$ cat src/rtl/scr1_axi_mem_arb.sv
// Round-robin arbiter sharing one single-beat AXI4 slave between N_M masters.
// Read and write paths are independent, each with its own pointer, FSM and one outstanding transaction.
module scr1_axi_mem_arb #(
    parameter int N_M    = 2,
    parameter int W_ID   = 4,
    parameter int W_ADR  = 32,
    parameter int W_DATA = 32
) (
    input  logic                              clk,
    input  logic                              rst_n,
    // master read-address / read-data
    input  logic [N_M-1:0]                    m_arvalid,
    output logic [N_M-1:0]                    m_arready,
    input  logic [N_M-1:0][W_ID-1:0]          m_arid,
    input  logic [N_M-1:0][W_ADR-1:0]         m_araddr,
    input  logic [N_M-1:0][2:0]               m_arsize,
    output logic [N_M-1:0]                    m_rvalid,
    input  logic [N_M-1:0]                    m_rready,
    output logic [N_M-1:0][W_ID-1:0]          m_rid,
    output logic [N_M-1:0][W_DATA-1:0]        m_rdata,
    output logic [N_M-1:0][1:0]               m_rresp,
    output logic [N_M-1:0]                    m_rlast,
    // master write-address / write-data / write-response
    input  logic [N_M-1:0]                    m_awvalid,
    output logic [N_M-1:0]                    m_awready,
    input  logic [N_M-1:0][W_ID-1:0]          m_awid,
    input  logic [N_M-1:0][W_ADR-1:0]         m_awaddr,
    input  logic [N_M-1:0][2:0]               m_awsize,
    input  logic [N_M-1:0]                    m_wvalid,
    output logic [N_M-1:0]                    m_wready,
    input  logic [N_M-1:0][W_DATA-1:0]        m_wdata,
    input  logic [N_M-1:0][W_DATA/8-1:0]      m_wstrb,
    output logic [N_M-1:0]                    m_bvalid,
    input  logic [N_M-1:0]                    m_bready,
    output logic [N_M-1:0][W_ID-1:0]          m_bid,
    output logic [N_M-1:0][1:0]               m_bresp,
    // slave read channels
    output logic                              s_arvalid,
    input  logic                              s_arready,
    output logic [W_ID-1:0]                   s_arid,
    output logic [W_ADR-1:0]                  s_araddr,
    output logic [2:0]                        s_arsize,
    output logic [7:0]                        s_arlen,
    output logic [1:0]                        s_arburst,
    input  logic                              s_rvalid,
    output logic                              s_rready,
    input  logic [W_ID-1:0]                   s_rid,
    input  logic [W_DATA-1:0]                 s_rdata,
    input  logic [1:0]                        s_rresp,
    input  logic                              s_rlast,
    // slave write channels
    output logic                              s_awvalid,
    input  logic                              s_awready,
    output logic [W_ID-1:0]                   s_awid,
    output logic [W_ADR-1:0]                  s_awaddr,
    output logic [2:0]                        s_awsize,
    output logic [7:0]                        s_awlen,
    output logic                              s_wvalid,
    input  logic                              s_wready,
    output logic [W_DATA-1:0]                 s_wdata,
    output logic [W_DATA/8-1:0]               s_wstrb,
    output logic                              s_wlast,
    input  logic                              s_bvalid,
    output logic                              s_bready,
    input  logic [W_ID-1:0]                   s_bid,
    input  logic [1:0]                        s_bresp
);

    localparam int W_PTR = (N_M > 1) ? $clog2(N_M) : 1;

    typedef enum logic [1:0] {R_IDLE = 2'd0, R_ADDR = 2'd1, R_DATA = 2'd2} r_state_t;
    typedef enum logic [1:0] {W_IDLE = 2'd0, W_XFER = 2'd1, W_RESP = 2'd2} w_state_t;

    // First requester found scanning upward from ptr, wrapping modulo N_M.
    function automatic logic [W_PTR-1:0] rr_pick(input logic [N_M-1:0] req, input logic [W_PTR-1:0] ptr);
        logic [W_PTR-1:0] win;
        logic [W_PTR:0]   sum;
        logic             found;
        win   = ptr;
        found = 1'b0;
        for (int i = 0; i < N_M; i++) begin
            sum = {1'b0, ptr} + (W_PTR+1)'(i);
            if (sum >= (W_PTR+1)'(N_M)) begin
                sum = sum - (W_PTR+1)'(N_M);
            end else begin
                sum = sum;
            end
            if (!found && req[sum[W_PTR-1:0]]) begin
                win   = sum[W_PTR-1:0];
                found = 1'b1;
            end else begin
                found = found;
            end
        end
        return win;
    endfunction

    function automatic logic [W_PTR-1:0] ptr_inc(input logic [W_PTR-1:0] g);
        if (g == W_PTR'(N_M-1)) begin
            return '0;
        end else begin
            return g + W_PTR'(1);
        end
    endfunction

    assign s_arlen   = 8'd0;
    assign s_arburst = 2'b01;
    assign s_awlen   = 8'd0;
    assign s_wlast   = 1'b1;

    r_state_t         r_state_r, r_state_nxt_s;
    logic [W_PTR-1:0] r_ptr_r, r_gnt_r, r_win_s;
    logic             r_accept_s, r_done_s;

    // Read path: arbitration, slave address phase and granted-lane data routing.
    always_comb begin
        r_state_nxt_s = r_state_r;
        r_win_s       = rr_pick(m_arvalid, r_ptr_r);
        r_accept_s    = 1'b0;
        r_done_s      = 1'b0;
        m_arready     = '0;
        s_arvalid     = 1'b0;
        s_rready      = 1'b0;
        m_rvalid      = '0;
        m_rid         = '0;
        m_rdata       = '0;
        m_rresp       = '0;
        m_rlast       = '0;
        case (r_state_r)
            R_IDLE: begin
                if (|m_arvalid) begin
                    // Gated by rst_n so no ready escapes while reset is held.
                    m_arready[r_win_s] = rst_n;
                    r_accept_s         = 1'b1;
                    r_state_nxt_s      = R_ADDR;
                end else begin
                    r_state_nxt_s = R_IDLE;
                end
            end
            R_ADDR: begin
                s_arvalid = 1'b1;
                if (s_arready) begin
                    r_state_nxt_s = R_DATA;
                end else begin
                    r_state_nxt_s = R_ADDR;
                end
            end
            R_DATA: begin
                m_rvalid[r_gnt_r] = s_rvalid;
                m_rid[r_gnt_r]    = s_rid;
                m_rdata[r_gnt_r]  = s_rdata;
                m_rresp[r_gnt_r]  = s_rresp;
                m_rlast[r_gnt_r]  = s_rlast;
                s_rready          = m_rready[r_gnt_r];
                if (s_rvalid && m_rready[r_gnt_r]) begin
                    r_done_s      = 1'b1;
                    r_state_nxt_s = R_IDLE;
                end else begin
                    r_state_nxt_s = R_DATA;
                end
            end
            default: begin
                r_state_nxt_s = R_IDLE;
            end
        endcase
    end

    // Read path state, grant, pointer and captured address payload.
    always_ff @(posedge clk or negedge rst_n) begin
        if (!rst_n) begin
            r_state_r <= R_IDLE;
            r_ptr_r   <= '0;
            r_gnt_r   <= '0;
            s_arid    <= '0;
            s_araddr  <= '0;
            s_arsize  <= 3'd0;
        end else begin
            r_state_r <= r_state_nxt_s;
            if (r_accept_s) begin
                r_gnt_r  <= r_win_s;
                s_arid   <= m_arid[r_win_s];
                s_araddr <= m_araddr[r_win_s];
                s_arsize <= m_arsize[r_win_s];
            end
            if (r_done_s) begin
                r_ptr_r <= ptr_inc(r_gnt_r);
            end
        end
    end

    w_state_t         w_state_r, w_state_nxt_s;
    logic [W_PTR-1:0] w_ptr_r, w_gnt_r, w_win_s;
    logic             w_accept_s, w_finish_s;
    logic             aw_done_r, w_done_r, aw_done_nxt_s, w_done_nxt_s;

    // Write path: arbitration, address/data in either order, then response routing.
    always_comb begin
        w_state_nxt_s = w_state_r;
        w_win_s       = rr_pick(m_awvalid, w_ptr_r);
        w_accept_s    = 1'b0;
        w_finish_s    = 1'b0;
        aw_done_nxt_s = aw_done_r;
        w_done_nxt_s  = w_done_r;
        m_awready     = '0;
        m_wready      = '0;
        m_bvalid      = '0;
        m_bid         = '0;
        m_bresp       = '0;
        s_awvalid     = 1'b0;
        s_wvalid      = 1'b0;
        s_wdata       = '0;
        s_wstrb       = '0;
        s_bready      = 1'b0;
        case (w_state_r)
            W_IDLE: begin
                if (|m_awvalid) begin
                    m_awready[w_win_s] = rst_n;
                    w_accept_s         = 1'b1;
                    aw_done_nxt_s      = 1'b0;
                    w_done_nxt_s       = 1'b0;
                    w_state_nxt_s      = W_XFER;
                end else begin
                    w_state_nxt_s = W_IDLE;
                end
            end
            W_XFER: begin
                s_awvalid         = !aw_done_r;
                s_wvalid          = m_wvalid[w_gnt_r] & !w_done_r;
                s_wdata           = m_wdata[w_gnt_r];
                s_wstrb           = m_wstrb[w_gnt_r];
                m_wready[w_gnt_r] = s_wready & !w_done_r;
                aw_done_nxt_s     = aw_done_r | s_awready;
                w_done_nxt_s      = w_done_r | (m_wvalid[w_gnt_r] & s_wready);
                if (aw_done_nxt_s && w_done_nxt_s) begin
                    w_state_nxt_s = W_RESP;
                end else begin
                    w_state_nxt_s = W_XFER;
                end
            end
            W_RESP: begin
                m_bvalid[w_gnt_r] = s_bvalid;
                m_bid[w_gnt_r]    = s_bid;
                m_bresp[w_gnt_r]  = s_bresp;
                s_bready          = m_bready[w_gnt_r];
                if (s_bvalid && m_bready[w_gnt_r]) begin
                    w_finish_s    = 1'b1;
                    w_state_nxt_s = W_IDLE;
                end else begin
                    w_state_nxt_s = W_RESP;
                end
            end
            default: begin
                w_state_nxt_s = W_IDLE;
            end
        endcase
    end

    // Write path state, channel-done flags, grant, pointer and captured address payload.
    always_ff @(posedge clk or negedge rst_n) begin
        if (!rst_n) begin
            w_state_r <= W_IDLE;
            w_ptr_r   <= '0;
            w_gnt_r   <= '0;
            aw_done_r <= 1'b0;
            w_done_r  <= 1'b0;
            s_awid    <= '0;
            s_awaddr  <= '0;
            s_awsize  <= 3'd0;
        end else begin
            w_state_r <= w_state_nxt_s;
            aw_done_r <= aw_done_nxt_s;
            w_done_r  <= w_done_nxt_s;
            if (w_accept_s) begin
                w_gnt_r  <= w_win_s;
                s_awid   <= m_awid[w_win_s];
                s_awaddr <= m_awaddr[w_win_s];
                s_awsize <= m_awsize[w_win_s];
            end
            if (w_finish_s) begin
                w_ptr_r <= ptr_inc(w_gnt_r);
            end
        end
    end

endmodule

$ cat config.mk
export PLATFORM = sky130hd
export DESIGN_NAME = scr1_axi_mem_arb
export DESIGN_NICKNAME = d
export VERILOG_FILES = /design/src/rtl/scr1_axi_mem_arb.sv
export SDC_FILE = /design/constraint.sdc
export NUM_CORES = 1
export LEC_CHECK = 0
export BUFFER_PORTS_ARGS = -buffer_cell sky130_fd_sc_hd__buf_2
export CAP_MARGIN = 5
export CORE_AREA = 2 2 203 205
export CTS_CLUSTER_DIAMETER = 100
export CTS_CLUSTER_SIZE = 8
export DETAILED_ROUTE_END_ITERATION = 8
export DIE_AREA = 0 0 205 207
export SLEW_MARGIN = 20
export SYNTH_ARGS = -nofsm -noshare
export SYNTH_HDL_FRONTEND = slang
export SYNTH_SLANG_ARGS = --single-unit
$ cat constraint.sdc
create_clock -name clk -period 4.25 [get_ports clk]
set_input_delay 0.85 -clock clk [delete_from_list [all_inputs] [get_ports clk]]
set_output_delay 0.85 -clock clk [all_outputs]
set_load 0.01 [all_outputs]
==> results.json <==
{
  "status": "finished clean",
  "cts_sinks": 88,
  "cts_htree_levels": 3,
  "cp-end-kind": "output port",
  "power_density_mw_per_mm2": 604.3,
  "netlist_top_cells_area": "dfrtp_1 (35%), nand3b_1 (9.4%), a21oi_1 (6.5%)",
  "netlist_area_sq_mm": 0.006253,
  "total_power_mw": 5.729,
  "globalRouteOverflowTotal": 0,
  "critPathLaunch": "m_arvalid[1]",
  "clock-skew-final_ns": 0.006134,
  "numCtsBuffers": 9,
  "synthMuxAreaShare": 0.06923,
  "grt_pass1_wl_mm": 41.86,
  "wire_per_inst_um": 17.01,
  "final.min_clock_period_ns": 3.369,
  "synth_top_family_by_area": "compound AO/OA/AOI/OAI gates",
  "nFillCells": 4492,
  "cts.path.max_buffers": 2,
  "yosys.area.top_type": "dfrtp_1",
  "routed_via_density": 4.330,
  "rr_startpoint": "w_state_r[0]",
  "ys_warn_count": 0,
  "synth_cell_types": 35,
  "initial_core_util": 0.1549,
  "synth-compound-area-share": 0.2501,
  "die_area_sq_mm": 0.04244,
  "layout.nets": 1467,
  "placementRows": 74,
  "die-width_um": 205,
  "arrival_ns": 2.52,
  "fmax_mhz": 296.9,
  "slew_violations": 0,
  "worstMarginPinSlew_ns": 1.072,
  "criticalPathCategory": "input port to output port",
  "dr.pass1.iters": 6,
  "synth_seq_cells": 88,
  "clock_latency_ns": 0.37,
  "syn_area_per_cell_sq_um": 8.590,
  "port_buffers": 508,
  "synth-simple-area-share": 0.2393,
  "drv_cap": 0,
  "critPathMaxFanout": 42,
  "synth-xor-area-share": 0,
  "grt_pass1_vias": 6906,
  "drc": 0,
  "hold_class": "input port to async pin",
  "cts_tree": "yes",
  "synthAdderAreaFrac": 0,
  "gp_congestion": 0.9405,
  "synth_top_area_frac": 0.3521,
  "maxSlewHeadroom": 0.2853,
  "area_growth_pct": 51.62,
  "hold_violations": 0,
  "reg2reg_depth": 4,
  "die_h_um": 207,
  "peakVddDrop_uv": 508.5,
  "cts_root_buf": "clkbuf_16",
  "ctsResizeCount": 0,
  "vias": 7457,
  "clk_pin_slew_ns": 0.07,
  "rsz0062_at_grt": "false",
  "worstPathRequired_ns": 3.40,
  "grt_max_degree": 79,
  "finalSetupViolations": 0,
  "final.period_utilization": 0.7926,
  "antenna_found_initial": 10,
  "core-area_sq_mm": 0.04037,
  "drtAntennaViolNets": 0,
  "grt_usage": 0.1304,
  "post_cts_buffers": 0,
  "rrSetupSlack_ns": 1.97,
  "crit_path_start_kind": "input port",
  "synthCells": 728,
  "cp-endpoint": "m_arready[1]",
  "num_io_pins": 528,
  "final_cells": 1722,
  "hold_buffers": 0,
  "dp_hpwl_mm": 23.04,
  "dp.cells": 1698,
  "wirelength_mm": 29.30,
  "p_leak_nw": 4.744,
  "worstReg2RegEnd": "w_gnt_r",
  "ys_seq_area_frac": 0.3521,
  "first_iter_violations": 457,
  "tns_ns": 0,
  "drive_gt1_frac": 0.4941
}
[cells in the mapped netlist, drive strengths merged]
library cell  count
a21bo             2
a21boi            2
a21o              2
a21oi            81
a2bb2oi           1
a31oi            79
and2             55
and3             44
and4              2
buf              46
clkbuf           54
conb              2
dfrtp            88
inv               4
mux2              4
mux2i            38
nand2             1
nand2b            3
nand3b           78
nand4b            1
nor2             49
nor2b             3
nor3              4
nor3b             1
o21ai            79
o21bai            1
o22ai             1
o2bb2ai           1
or2               2
[cell type report]
cell class / instances / area [sq um] / share of cell area
repair buffers: 521 / 2643 / 0.2787
flip-flops and latches: 88 / 2203 / 0.2324
clock buffers: 10 / 239.0 / 0.02520
well taps: 532 / 665.6 / 0.07020
diodes: 8 / 20.02 / 0.002111
inverters: 4 / 15.01 / 0.001584
clock inverters: 6 / 75.07 / 0.007918
multi-input cells: 553 / 3621 / 0.3819
[how the worst min path moves through the flow]
| stage | start | to | depth (start not counted) |
|---|---|---|---|
| finish | rst_n | s_awaddr[27] | 1 |
| global route | rst_n | s_awaddr[27] | 1 |
| CTS | rst_n | s_awaddr[27] | 1 |
| detailed placement | aw_done_r | aw_done_r | 2 |
| global placement | aw_done_r | aw_done_r | 2 |
| floorplan | aw_done_r | aw_done_r | 2 |
[logic make-up after synthesis]
logic type	count (synthesis)
other cells	2
mux	42
buf+inv	104
simple gates	243
flops	88
compound gates	249
[registers in the layout, summed over array words and instances, names as in the netlist]
signal     flops
s_awid         4
aw_done_r      1
w_ptr_r        1
w_gnt_r        1
w_state_r      2
s_araddr      32
r_state_r      2
s_arid         4
s_awsize       3
w_done_r       1
s_awaddr      32
r_gnt_r        1
s_arsize       3
r_ptr_r        1
[layer usage]
| metal | wire (um) | vias to the layer above | share of wire | track usage |
|---|---|---|---|---|
| met5 | 10 | - | 0.00034 | 0 |
| met4 | 726 | 2 | 0.025 | 0.05433 |
| met3 | 2302 | 40 | 0.079 | 0.03210 |
| met2 | 14130 | 358 | 0.48 | 0.2205 |
| met1 | 12130 | 3553 | 0.41 | 0.1566 |
| li1 | - | 3504 | - | - |
[report_power, final]
group / switching (mW) / leakage, nW / total [mW] / internal [mW]
Combinational: 1.92 / 3.60 / 3.25 / 1.33
Sequential: 0.352 / 0.988 / 1.62 / 1.27
Clock: 0.384 / 0.151 / 0.865 / 0.480
Total: 2.66 / 4.74 / 5.73 / 3.07
[worst max-delay path, stage by stage]
cell and delay [ns]:
buf_2 0.14, or2_1 0.12, buf_4 0.41, and2_1 0.19, buf_4 0.41, and3_1 0.24
buf_2 0.13
[metrics by stage]
step / utilization / setup WS [ns] / cell area (sq um) / hold slack [ns]
after floorplan: - / 1.741 / 6317 / 0.4855
after global placement: 0.2264 / 0.8982 / 9138 / 0.5151
after detailed placement: 0.2264 / 0.8828 / 9138 / 0.5299
after CTS: 0.2341 / 0.8159 / 9452 / 0.3814
after global routing: 0.2347 / 0.7617 / 9474 / 0.3901
final: 0.2349 / 0.8813 / 9482 / 0.3974
[layout by cell type, fill, tap and decap left out, types with 3 or more instances in the layout]
cell,Yosys,routed
buf_2,14,507
nand2b_1,3,3
nor2_4,0,4
inv_1,4,4
dfrtp_1,88,87
nand3b_1,78,78
mux2i_1,38,38
conb_1,2,19
a21oi_1,81,81
a31oi_1,49,49
o21ai_0,79,79
nor2_1,49,44
clkbuf_16,0,9
nor3_1,4,4
a31oi_2,30,30
and3_1,44,44
and2_1,55,54
buf_4,20,14
diode_2,0,8
Note: power is estimated with default switching activity, not from simulation.
